<file path="src/rtl/mem_port_arbiter_if.sv">
// Bus bundle between the IFU, the LSU, the data memory port and the arbiter.
// master: arbiter side; slave: requesters plus memory.
interface mem_port_arbiter_if;
  logic        ifu_req_valid;
  logic        ifu_req_ready;
  logic [31:0] ifu_req_addr;
  logic        ifu_resp_valid;
  logic [31:0] ifu_resp_data;
  logic        ifu_resp_err;

  logic        lsu_req_valid;
  logic        lsu_req_ready;
  logic [31:0] lsu_req_addr;
  logic        lsu_req_wen;
  logic [31:0] lsu_req_wdata;
  logic [7:0]  lsu_req_wmask;
  logic        lsu_resp_valid;
  logic [31:0] lsu_resp_data;
  logic        lsu_resp_err;

  logic        mem_req_valid;
  logic        mem_req_ready;
  logic [31:0] mem_req_addr;
  logic        mem_req_wen;
  logic [31:0] mem_req_wdata;
  logic [7:0]  mem_req_wmask;
  logic        mem_resp_valid;
  logic [31:0] mem_resp_data;

  modport master (
    input  ifu_req_valid, ifu_req_addr,
    output ifu_req_ready,
    output ifu_resp_valid, ifu_resp_data, ifu_resp_err,
    input  lsu_req_valid, lsu_req_addr, lsu_req_wen,
    input  lsu_req_wdata, lsu_req_wmask,
    output lsu_req_ready,
    output lsu_resp_valid, lsu_resp_data, lsu_resp_err,
    output mem_req_valid, mem_req_addr, mem_req_wen,
    output mem_req_wdata, mem_req_wmask,
    input  mem_req_ready,
    input  mem_resp_valid, mem_resp_data
  );

  modport slave (
    output ifu_req_valid, ifu_req_addr,
    input  ifu_req_ready,
    input  ifu_resp_valid, ifu_resp_data, ifu_resp_err,
    output lsu_req_valid, lsu_req_addr, lsu_req_wen,
    output lsu_req_wdata, lsu_req_wmask,
    input  lsu_req_ready,
    input  lsu_resp_valid, lsu_resp_data, lsu_resp_err,
    input  mem_req_valid, mem_req_addr, mem_req_wen,
    input  mem_req_wdata, mem_req_wmask,
    output mem_req_ready,
    output mem_resp_valid, mem_resp_data
  );
endinterface

</file>
<file path="src/rtl/mem_port_arbiter.sv">
// Shares one memory port between IFU and LSU, one transaction at a time.
// Ports: clk, rst (sync, active-low), bus (arbiter side), busy (not IDLE).
module mem_port_arbiter #(
  parameter int STARVE_LIMIT = 2,
  parameter int TIMEOUT      = 255,
  parameter int CNT_W        = 8
) (
  input  logic               clk,
  input  logic               rst,
  mem_port_arbiter_if.master bus,
  output logic               busy
);

  typedef enum logic [1:0] {
    IDLE,
    REQ,
    WAIT,
    RESP
  } state_t;

  localparam int SW = $clog2(STARVE_LIMIT + 2);
  localparam logic [SW-1:0]    S_LIM = SW'(STARVE_LIMIT);
  localparam logic [SW-1:0]    S_MAX = '1;
  localparam logic [CNT_W-1:0] T_LIM = CNT_W'(TIMEOUT);

  state_t            state;
  logic              owner;
  logic [SW-1:0]     starve_cnt;
  logic [CNT_W-1:0]  tcnt;
  logic [31:0]       a_addr;
  logic              a_wen;
  logic [31:0]       a_wdata;
  logic [7:0]        a_wmask;
  logic [31:0]       r_data;
  logic              r_err;
  logic              req_v;
  logic              ifu_rv;
  logic              lsu_rv;
  logic              busy_q;

  logic              starved;
  logic              lsu_win;
  logic              ifu_win;
  logic              idle_ok;
  logic              ifu_hs;
  logic              lsu_hs;
  logic [CNT_W-1:0]  tcnt_inc;
  logic              t_hit;

  // LSU wins ties until IFU has been passed over STARVE_LIMIT times.
  assign starved = starve_cnt >= S_LIM;
  assign lsu_win = bus.lsu_req_valid &
                   (~bus.ifu_req_valid | ~starved);
  assign ifu_win = bus.ifu_req_valid & ~lsu_win;

  // No grant while reset is held, so nothing is accepted into reset.
  assign idle_ok = (state == IDLE) & rst;

  assign bus.ifu_req_ready = idle_ok & ifu_win;
  assign bus.lsu_req_ready = idle_ok & lsu_win;

  assign ifu_hs = bus.ifu_req_valid & bus.ifu_req_ready;
  assign lsu_hs = bus.lsu_req_valid & bus.lsu_req_ready;

  // Timeout fires on the cycle the count would reach TIMEOUT.
  assign tcnt_inc = tcnt + 1'b1;
  assign t_hit    = tcnt_inc == T_LIM;

  assign bus.mem_req_valid = req_v;
  assign bus.mem_req_addr  = a_addr;
  assign bus.mem_req_wen   = a_wen;
  assign bus.mem_req_wdata = a_wdata;
  assign bus.mem_req_wmask = a_wmask;

  assign bus.ifu_resp_valid = ifu_rv;
  assign bus.ifu_resp_data  = r_data;
  assign bus.ifu_resp_err   = r_err;
  assign bus.lsu_resp_valid = lsu_rv;
  assign bus.lsu_resp_data  = r_data;
  assign bus.lsu_resp_err   = r_err;

  assign busy = busy_q;

  always_ff @(posedge clk) begin
    if (!rst) begin
      state      <= IDLE;
      owner      <= 1'b0;
      starve_cnt <= '0;
      tcnt       <= '0;
      a_addr     <= '0;
      a_wen      <= 1'b0;
      a_wdata    <= '0;
      a_wmask    <= '0;
      r_data     <= '0;
      r_err      <= 1'b0;
      req_v      <= 1'b0;
      ifu_rv     <= 1'b0;
      lsu_rv     <= 1'b0;
      busy_q     <= 1'b0;
    end else begin
      ifu_rv <= 1'b0;
      lsu_rv <= 1'b0;
      unique case (state)
        IDLE: begin
          if (lsu_hs) begin
            a_addr  <= bus.lsu_req_addr;
            a_wen   <= bus.lsu_req_wen;
            a_wdata <= bus.lsu_req_wdata;
            a_wmask <= bus.lsu_req_wmask;
            owner   <= 1'b1;
            tcnt    <= '0;
            req_v   <= 1'b1;
            busy_q  <= 1'b1;
            state   <= REQ;
            if (bus.ifu_req_valid && starve_cnt != S_MAX)
              starve_cnt <= starve_cnt + 1'b1;
          end else if (ifu_hs) begin
            a_addr     <= bus.ifu_req_addr;
            a_wen      <= 1'b0;
            a_wdata    <= '0;
            a_wmask    <= '0;
            owner      <= 1'b0;
            starve_cnt <= '0;
            tcnt       <= '0;
            req_v      <= 1'b1;
            busy_q     <= 1'b1;
            state      <= REQ;
          end
        end
        REQ: begin
          if (t_hit) begin
            r_data <= '0;
            r_err  <= 1'b1;
            req_v  <= 1'b0;
            ifu_rv <= ~owner;
            lsu_rv <= owner;
            state  <= RESP;
          end else begin
            tcnt <= tcnt_inc;
            if (bus.mem_req_ready) begin
              req_v <= 1'b0;
              state <= WAIT;
            end
          end
        end
        WAIT: begin
          // A real response in the timeout cycle still counts.
          if (bus.mem_resp_valid) begin
            r_data <= a_wen ? 32'h0 : bus.mem_resp_data;
            r_err  <= 1'b0;
            ifu_rv <= ~owner;
            lsu_rv <= owner;
            state  <= RESP;
          end else if (t_hit) begin
            r_data <= '0;
            r_err  <= 1'b1;
            ifu_rv <= ~owner;
            lsu_rv <= owner;
            state  <= RESP;
          end else begin
            tcnt <= tcnt_inc;
          end
        end
        RESP: begin
          busy_q <= 1'b0;
          state  <= IDLE;
        end
        default: begin
          req_v  <= 1'b0;
          busy_q <= 1'b0;
          state  <= IDLE;
        end
      endcase
    end
  end

endmodule
</file>
<file path="src/flat_wrapper.sv">
// flat-port wrapper written by rule: the top's interface ports become plain ports
module mem_port_arbiter_flat 
#(
  parameter int STARVE_LIMIT = 2,
  parameter int TIMEOUT      = 255,
  parameter int CNT_W        = 8
)
  (clk, rst, busy, bus_ifu_req_valid, bus_ifu_req_addr, bus_ifu_req_ready, bus_ifu_resp_valid, bus_ifu_resp_data, bus_ifu_resp_err, bus_lsu_req_valid, bus_lsu_req_addr, bus_lsu_req_wen, bus_lsu_req_wdata, bus_lsu_req_wmask, bus_lsu_req_ready, bus_lsu_resp_valid, bus_lsu_resp_data, bus_lsu_resp_err, bus_mem_req_valid, bus_mem_req_addr, bus_mem_req_wen, bus_mem_req_wdata, bus_mem_req_wmask, bus_mem_req_ready, bus_mem_resp_valid, bus_mem_resp_data);
  mem_port_arbiter_if bus_i ();
  input  logic clk;
  input  logic rst;
  output logic busy;
  input wire logic [$bits(bus_i.ifu_req_valid)-1:0] bus_ifu_req_valid;
  input wire logic [$bits(bus_i.ifu_req_addr)-1:0] bus_ifu_req_addr;
  output wire logic [$bits(bus_i.ifu_req_ready)-1:0] bus_ifu_req_ready;
  output wire logic [$bits(bus_i.ifu_resp_valid)-1:0] bus_ifu_resp_valid;
  output wire logic [$bits(bus_i.ifu_resp_data)-1:0] bus_ifu_resp_data;
  output wire logic [$bits(bus_i.ifu_resp_err)-1:0] bus_ifu_resp_err;
  input wire logic [$bits(bus_i.lsu_req_valid)-1:0] bus_lsu_req_valid;
  input wire logic [$bits(bus_i.lsu_req_addr)-1:0] bus_lsu_req_addr;
  input wire logic [$bits(bus_i.lsu_req_wen)-1:0] bus_lsu_req_wen;
  input wire logic [$bits(bus_i.lsu_req_wdata)-1:0] bus_lsu_req_wdata;
  input wire logic [$bits(bus_i.lsu_req_wmask)-1:0] bus_lsu_req_wmask;
  output wire logic [$bits(bus_i.lsu_req_ready)-1:0] bus_lsu_req_ready;
  output wire logic [$bits(bus_i.lsu_resp_valid)-1:0] bus_lsu_resp_valid;
  output wire logic [$bits(bus_i.lsu_resp_data)-1:0] bus_lsu_resp_data;
  output wire logic [$bits(bus_i.lsu_resp_err)-1:0] bus_lsu_resp_err;
  output wire logic [$bits(bus_i.mem_req_valid)-1:0] bus_mem_req_valid;
  output wire logic [$bits(bus_i.mem_req_addr)-1:0] bus_mem_req_addr;
  output wire logic [$bits(bus_i.mem_req_wen)-1:0] bus_mem_req_wen;
  output wire logic [$bits(bus_i.mem_req_wdata)-1:0] bus_mem_req_wdata;
  output wire logic [$bits(bus_i.mem_req_wmask)-1:0] bus_mem_req_wmask;
  input wire logic [$bits(bus_i.mem_req_ready)-1:0] bus_mem_req_ready;
  input wire logic [$bits(bus_i.mem_resp_valid)-1:0] bus_mem_resp_valid;
  input wire logic [$bits(bus_i.mem_resp_data)-1:0] bus_mem_resp_data;
  assign bus_i.ifu_req_valid = bus_ifu_req_valid;
  assign bus_i.ifu_req_addr = bus_ifu_req_addr;
  assign bus_ifu_req_ready = bus_i.ifu_req_ready;
  assign bus_ifu_resp_valid = bus_i.ifu_resp_valid;
  assign bus_ifu_resp_data = bus_i.ifu_resp_data;
  assign bus_ifu_resp_err = bus_i.ifu_resp_err;
  assign bus_i.lsu_req_valid = bus_lsu_req_valid;
  assign bus_i.lsu_req_addr = bus_lsu_req_addr;
  assign bus_i.lsu_req_wen = bus_lsu_req_wen;
  assign bus_i.lsu_req_wdata = bus_lsu_req_wdata;
  assign bus_i.lsu_req_wmask = bus_lsu_req_wmask;
  assign bus_lsu_req_ready = bus_i.lsu_req_ready;
  assign bus_lsu_resp_valid = bus_i.lsu_resp_valid;
  assign bus_lsu_resp_data = bus_i.lsu_resp_data;
  assign bus_lsu_resp_err = bus_i.lsu_resp_err;
  assign bus_mem_req_valid = bus_i.mem_req_valid;
  assign bus_mem_req_addr = bus_i.mem_req_addr;
  assign bus_mem_req_wen = bus_i.mem_req_wen;
  assign bus_mem_req_wdata = bus_i.mem_req_wdata;
  assign bus_mem_req_wmask = bus_i.mem_req_wmask;
  assign bus_i.mem_req_ready = bus_mem_req_ready;
  assign bus_i.mem_resp_valid = bus_mem_resp_valid;
  assign bus_i.mem_resp_data = bus_mem_resp_data;
  mem_port_arbiter #(.STARVE_LIMIT(STARVE_LIMIT), .TIMEOUT(TIMEOUT), .CNT_W(CNT_W)) u_core (.clk(clk), .rst(rst), .bus(bus_i), .busy(busy));
endmodule
</file>
<file path="config.mk">
export PLATFORM = sky130hd
export DESIGN_NAME = mem_port_arbiter_flat
export DESIGN_NICKNAME = d
export VERILOG_FILES = /design/src/rtl/mem_port_arbiter_if.sv /design/src/rtl/mem_port_arbiter.sv /design/src/flat_wrapper.sv
export SDC_FILE = /design/constraint.sdc
export NUM_CORES = 1
export LEC_CHECK = 0
export ABC_AREA = 0
export CAP_MARGIN = 40
export CORE_MARGIN = 1.5
export CORE_UTILIZATION = 35
export DETAILED_ROUTE_END_ITERATION = 8
export GPL_TIMING_DRIVEN = 1
export PLACE_DENSITY = 0.79
export SLEW_MARGIN = 15
export SYNTH_ARGS = -nofsm -noshare
export SYNTH_HDL_FRONTEND = slang
export SYNTH_SLANG_ARGS = --single-unit
</file>
<file path="constraint.sdc">
create_clock -name clk -period 2 [get_ports clk]
set_clock_uncertainty 0.1 [all_clocks]
set_input_delay 0.5 -clock clk [delete_from_list [all_inputs] [get_ports clk]]
set_output_delay 0.5 -clock clk [all_outputs]
set_load 0.02 [all_outputs]
</file>
==> flow_summary.json, run 1 <==
{
  "outcome": "complete, but fails checks",
  "violations": "setup timing",
  "worst_setup_path_start_kind": "flop",
  "n_fill_cell": 1222,
  "yosysTopAreaCell": "dfxtp_1",
  "dieArea_um2": 15570,
  "layout_commonest_cell": "clkdlybuf4s50_1",
  "finalHoldViolations": 0,
  "drv_slew": 0,
  "leakagePower_nw": 4.967,
  "drt-initial-drc-count": 197,
  "most-common-layout-cells": "clkdlybuf4s50_1, dfxtp_1, dlymetal6s2s_1",
  "drive_gt1_frac": 0.1684,
  "syn-num-nets": 709,
  "portBuffers": 287,
  "num_vias": 5304,
  "io_pins": 288,
  "synthSimpleGateAreaFrac": 0.1403,
  "finalCritPeriodShare": 1.114,
  "grt_util_all_layers": 0.2127,
  "cts.sinks": 123,
  "n_antenna_cell": 0,
  "routabilityCongestion": 0.7681,
  "crit_type": "reg -> out",
  "vias_per_cell": 5.018,
  "synth_mux_area_frac": 0.06845,
  "required_ns": 1.40,
  "synth_xor_area_frac": 0.003374,
  "cts_tree": "built",
  "synth-seq-cells": 123,
  "ir_drop_mv": 0.5381,
  "grt_pass1_vias": 5221,
  "seq_area_um2": 2472,
  "relSlewSlack": 0.7056,
  "avgSynthCellArea_um2": 9.320,
  "rows": 44,
  "arrival_ns": 1.63,
  "wl_per_cell_um": 16.13,
  "max_cap_viol_count": 0,
  "max_slew.worst_pin.slew_ns": 0.4382,
  "synth-compound-area-share": 0.1974,
  "core_area_um2": 14530,
  "root_buffer": "clkbuf_16",
  "multi_input_area_um2": 2437,
  "route.met2.wl_mm": 8.640,
  "yosysTopAreaCellShare": 0.4743,
  "hold_path.class": "reg -> reg",
  "highest_layer": "met4",
  "synth_top_family_by_area": "compound AO/OA/AOI/OAI gates",
  "grt_max_degree": 67,
  "antenna_found_initial": 0,
  "gr-total-overflow": 0,
  "worstPathMaxFanout": 2,
  "met3_length_mm": 1.319,
  "layout_min_cycle_time_ns": 2.227,
  "ys_async_sr_fraction": 0,
  "ys_warn_count": 0,
  "dieHeight_um": 124.8,
  "drtPass1Iterations": 5,
  "netlist_top_cells_area": "dfxtp_1, mux2i_1, a22o_1",
  "post-place-ws_ns": -0.5353,
  "design_area_um2": 9503,
  "drc": 0,
  "synth_edf_count": 0,
  "start_util": 0.3572,
  "ant_nets": 0,
  "power_density_nw_per_um2": 1045,
  "rsz0062_at_grt": "yes",
  "ctsHoldBuffers": 0,
  "synth_top_flop_cell": "dfxtp_1",
  "insertion_delay_ns": 0.41,
  "h-tree-depth": 4,
  "wl_met1_mm": 6.770,
  "clockBufferDepth": 2,
  "finalWorstSetupSlack_ns": -0.2274,
  "yosysSeqAreaShare": 0.4743,
  "power_mw": 9.929,
  "cts_buffers": 17,
  "grt_pass1_wl_mm": 26.64,
  "dpl_cell_area_um2": 8441,
  "setup_viol": 43,
  "yosysUniqueCellTypes": 46,
  "syn_inst": 557,
  "drt-total-wl_mm": 17.05,
  "synth_fa_ha_area_frac": 0.02169,
  "clkSlewWorstSetupHoldPaths_ns": 0.06,
  "hpwl_mm": 11.87,
  "cp-end-kind": "output pin",
  "syn_to_final_growth_pct": 83.06,
  "die_w_um": 124.8,
  "syn_area_um2": 5191,
  "final_nets": 1012,
  "fmax_mhz": 449.0
}
[cells by family after synthesis]
| kind of cell | count (synthesis) |
|---|---|
| DFF | 123 |
| muxes | 35 |
| buffers and inverters | 87 |
| AOI/OAI and AO/OA | 142 |
| adders and majority gates | 9 |
| xor gates and xnor gates | 2 |
| and+or+nand+nor | 159 |
[final timing paths]
kind                               start                           end  slack (ns)  depth (start not counted)
max                 u_core.starve_cnt[0]             bus_lsu_req_ready       -0.23                          7
min          u_core.bus.mem_req_wmask[5]   u_core.bus.mem_req_wmask[5]        0.36                          2
max reg2reg               u_core.tcnt[0]  u_core.bus.ifu_resp_data[15]       -0.22                          8
min reg2reg  u_core.bus.mem_req_wmask[5]   u_core.bus.mem_req_wmask[5]        0.36                          2
[worst max-delay path: stages (launching register included)]
cell and delay [ns]:
dfxtp_2 0.33, inv_2 0.05, ha_4 0.16, o21ai_4 0.13, buf_6 0.11, nand4_1 0.17, clkinv_2 0.14, buf_6 0.12
[final cells by class]
cell class	instances	share of cell area
flip-flops and latches	123	0.2602
clock inverters	10	0.01475
clock buffers	22	0.04885
repair buffers	357	0.3899
well taps	184	0.02423
inverters	14	0.005662
multi-input cells	347	0.2565
[power breakdown]
part	total (mW)	leakage, nW	internal, mW	switching, mW
sequential	3.03	1.00	2.82	0.210
combinational	3.76	3.68	1.89	1.87
clock	3.14	0.283	2.03	1.12
total	9.93	4.97	6.73	3.20
[layer usage]
layer | GRT usage | up-vias
met5 | 0 | -
met4 | 0.08249 | 0
met1 | 0.2336 | 2494
met2 | 0.3791 | 210
met3 | 0.06873 | 24
li1 | - | 2576
[metrics by stage]
| step | hold WS [ns] | cells | setup TNS, ns | utilization |
|---|---|---|---|---|
| 4_1_cts | 0.3673 | 1058 | -4.237 | 0.6362 |
| 6_report | 0.3614 | 1057 | -5.314 | 0.6538 |
| 2_1_floorplan | 0.3129 | 557 | 0 | - |
| 3_3_place_gp | 0.3305 | 1012 | -37.87 | 0.5808 |
| 3_5_place_dp | 0.3358 | 1012 | -41.61 | 0.5808 |
| 5_1_grt | 0.3868 | 1057 | -8.384 | 0.6538 |
[flip-flops by register name, indices dropped and copies added, names as in the netlist, 2 cells and up]
signal,cells
u_core.bus.mem_req_addr,32
u_core.state,2
u_core.bus.mem_req_wdata,32
u_core.tcnt,8
u_core.starve_cnt,2
u_core.bus.ifu_resp_data,32
u_core.bus.mem_req_wmask,8
[synth_stat cells (all sizes together) (2+ instances only)]
cell type and instances:
a211oi 34, a21oi 49, a22o 32, a31oi 2, and2 2, and4 2
buf 47, clkbuf 26, clkinv 2, dfxtp 123, ha 9, inv 12
mux2i 34, nand2 50, nand2b 3, nand3 50, nand4 6, nor2 38
nor3 2, o211ai 2, o21ai 5, o221a 2, o221ai 4, o22ai 4
xnor2 2
[repair_timing]
action                     in CTS  in global routing
gates resized for setup        79                 85
pin swaps                      11                 15
setup endpoints to repair     125                160
cloned                          3                  1
setup buffers                  11                  3
No activity file was read; power rests on OpenSTA's default activity.
==> inputs of run 2 (changes only) <==
HOLD_SLACK_MARGIN = 0.03   (was not set)
==> results of run 2 <==
No change in the layout: final DEF, timing and power equal those of run 1.
==> inputs of run 3 (changes only) <==
clock period = 1.8 ns   (was 2 ns; I/O delays follow)
==> flow_summary.json, run 3 (synthesis gave the netlist of run 1 again) <==
{
  "clkSlewWorstSetupHoldPaths_ns": 0.06,
  "root_buffer": "clkbuf_16",
  "dpl_cell_area_um2": 8462,
  "p_int_mw": 6.854,
  "setup_viol": 48,
  "required_ns": 2.01,
  "max_cap_viol_count": 0,
  "dieHeight_um": 124.8,
  "rows": 44,
  "drive_gt1_frac": 0.1609,
  "highest_layer": "met4",
  "cts.sinks": 123,
  "fin_setup_tns_ns": -9.494,
  "violations": "setup timing",
  "crit_type": "reg -> reg",
  "p_clk_frac": 0.315,
  "finalWorstSetupSlack_ns": -0.2852,
  "arrival_ns": 2.29,
  "layout_min_cycle_time_ns": 2.085,
  "wl_per_cell_um": 16.36,
  "grt_max_degree": 71,
  "grt_pass1_vias": 5114,
  "ant_nets": 0,
  "layout.cells.non_filler": 1048,
  "seq_area_um2": 2472,
  "leakagePower_nw": 4.213,
  "final_nets": 1003,
  "antenna_found_initial": 0,
  "slowest_stage": "dfxtp_4",
  "hold_slack_ns": 0.3555,
  "grt_util_all_layers": 0.2166,
  "core_area_um2": 14530,
  "max_slew.worst_pin.slew_ns": 0.3430,
  "layout_commonest_cell": "dlygate4sd2_1",
  "num_vias": 5250,
  "ctsHoldBuffers": 0,
  "clockBufferDepth": 2,
  "n_fill_cell": 1286,
  "dieArea_um2": 15570,
  "power_density_nw_per_um2": 1150,
  "io_pins": 288,
  "finalHoldViolations": 0,
  "cts_buffers": 17,
  "vias_per_cell": 5.010,
  "relSlewSlack": 0.7713,
  "drt-initial-drc-count": 214,
  "start_util": 0.3572,
  "drtPass1Iterations": 4,
  "routabilityCongestion": 0.8272,
  "n_antenna_cell": 0,
  "power_frac_comb": 0.362,
  "portBuffers": 287,
  "grt_pass1_wl_mm": 26.70,
  "cts_tree": "built",
  "swShare": 0.3416,
  "cp-end-kind": "flop",
  "most-common-layout-cells": "dlygate4sd2_1, clkdlybuf4s50_1, dfxtp_1",
  "p_sw_mw": 3.557,
  "outcome": "complete, but fails checks",
  "drc": 0,
  "rsz0062_at_grt": "yes",
  "worstPathMaxFanout": 5,
  "path_buf_inv": 2,
  "slowest_delay_ns": 0.38,
  "wl_met1_mm": 6.782,
  "worst_setup_path_start_kind": "flop",
  "route.met2.wl_mm": 8.535,
  "ir_drop_mv": 0.7038,
  "drv_slew": 0,
  "post-place-ws_ns": -0.7543,
  "multi_input_area_um2": 2411,
  "insertion_delay_ns": 0.41,
  "design_area_um2": 9051,
  "crit_chain": "ha_4, and3_4, mux2_4, a221oi_4, buf_4, buf_6, o21ai_2, o221a_2",
  "drt-total-wl_mm": 17.14,
  "h-tree-depth": 4,
  "die_w_um": 124.8,
  "syn_to_final_growth_pct": 74.36,
  "finalCritPeriodShare": 1.158,
  "hpwl_mm": 11.79,
  "path_delay_family": "compound AO/OA/AOI/OAI gates",
  "fmax_mhz": 479.6,
  "dp.cells": 1008,
  "gr-total-overflow": 0,
  "hold_path.class": "reg -> reg",
  "pwr-share-seq": 0.323,
  "met3_length_mm": 1.369
}
-- run 3: cell types whose count changed in the layout (fill, tap and decap cells not counted), sizes merged --
cell           before  now
dlymetal6s2s       62    0
bufinv              3    1
clkdlybuf4s50     175  141
clkbuf             23   21
clkinvlp            4    5
buf                71   61
clkinv              3    8
dlygate4sd2        48  144
inv                14   13
-- run 3: final timing paths --
kind                                startpoint                      endpoint  slack (ns)  cells past startpoint
setup reg to reg                u_core.tcnt[1]               u_core.state[0]       -0.29                      8
hold reg to reg   u_core.bus.mem_req_wdata[16]  u_core.bus.mem_req_wdata[16]        0.36                      2
setup / recovery                u_core.tcnt[1]               u_core.state[0]       -0.29                      8
hold / removal    u_core.bus.mem_req_wdata[16]  u_core.bus.mem_req_wdata[16]        0.36                      2
-- run 3: routing by layer --
layer	vias up	GRT usage
li1	2558	-
met5	-	0
met2	219	0.3782
met3	29	0.07818
met4	0	0.08654
met1	2444	0.2383
-- run 3: metrics by stage --
step / utilization / total power, mW
after global placement: 0.5822 / 7.163
after floorplan: - / 5.447
after CTS: 0.6177 / 10.40
after global routing: 0.6228 / 10.92
final: 0.6228 / 10.41
after detailed placement: 0.5822 / 7.209
-- run 3: cell type report --
cell class              instances  share of cell area
repair buffers                348              0.3656
clock inverters                13             0.01341
inverters                      14            0.005944
multi-input cells             347              0.2664
flip-flops and latches        123              0.2732
clock buffers                  19             0.05004
well taps                     184             0.02544
-- run 3: repair_timing --
item                                    in CTS  in global routing
setup buffers                                5                  0
endpoints found under the setup margin     261                 75
hold endpoints to repair                     0                  0
gates cloned                                 1                  2
pin swaps                                   10                  2
resized for setup                          172                 10
-- run 3: worst min-delay path, delay by kind of cell (launching register included) --
family | cells | cell delay (ns)
flip-flops | 1 | 0.30
AO/OA/AOI/OAI | 1 | 0.05
AND/OR/NAND/NOR | 1 | 0.06
-- run 3: power by group through the flow --
stage          combinational, mW  sequential, mW  clock [mW]
2_1_floorplan               1.59            3.86           0
3_3_place_gp                3.75            3.42           0
5_1_grt                     4.05            3.42        3.45
3_5_place_dp                3.78            3.43           0
4_1_cts                     3.69            3.37        3.34
6_report                    3.77            3.36        3.28
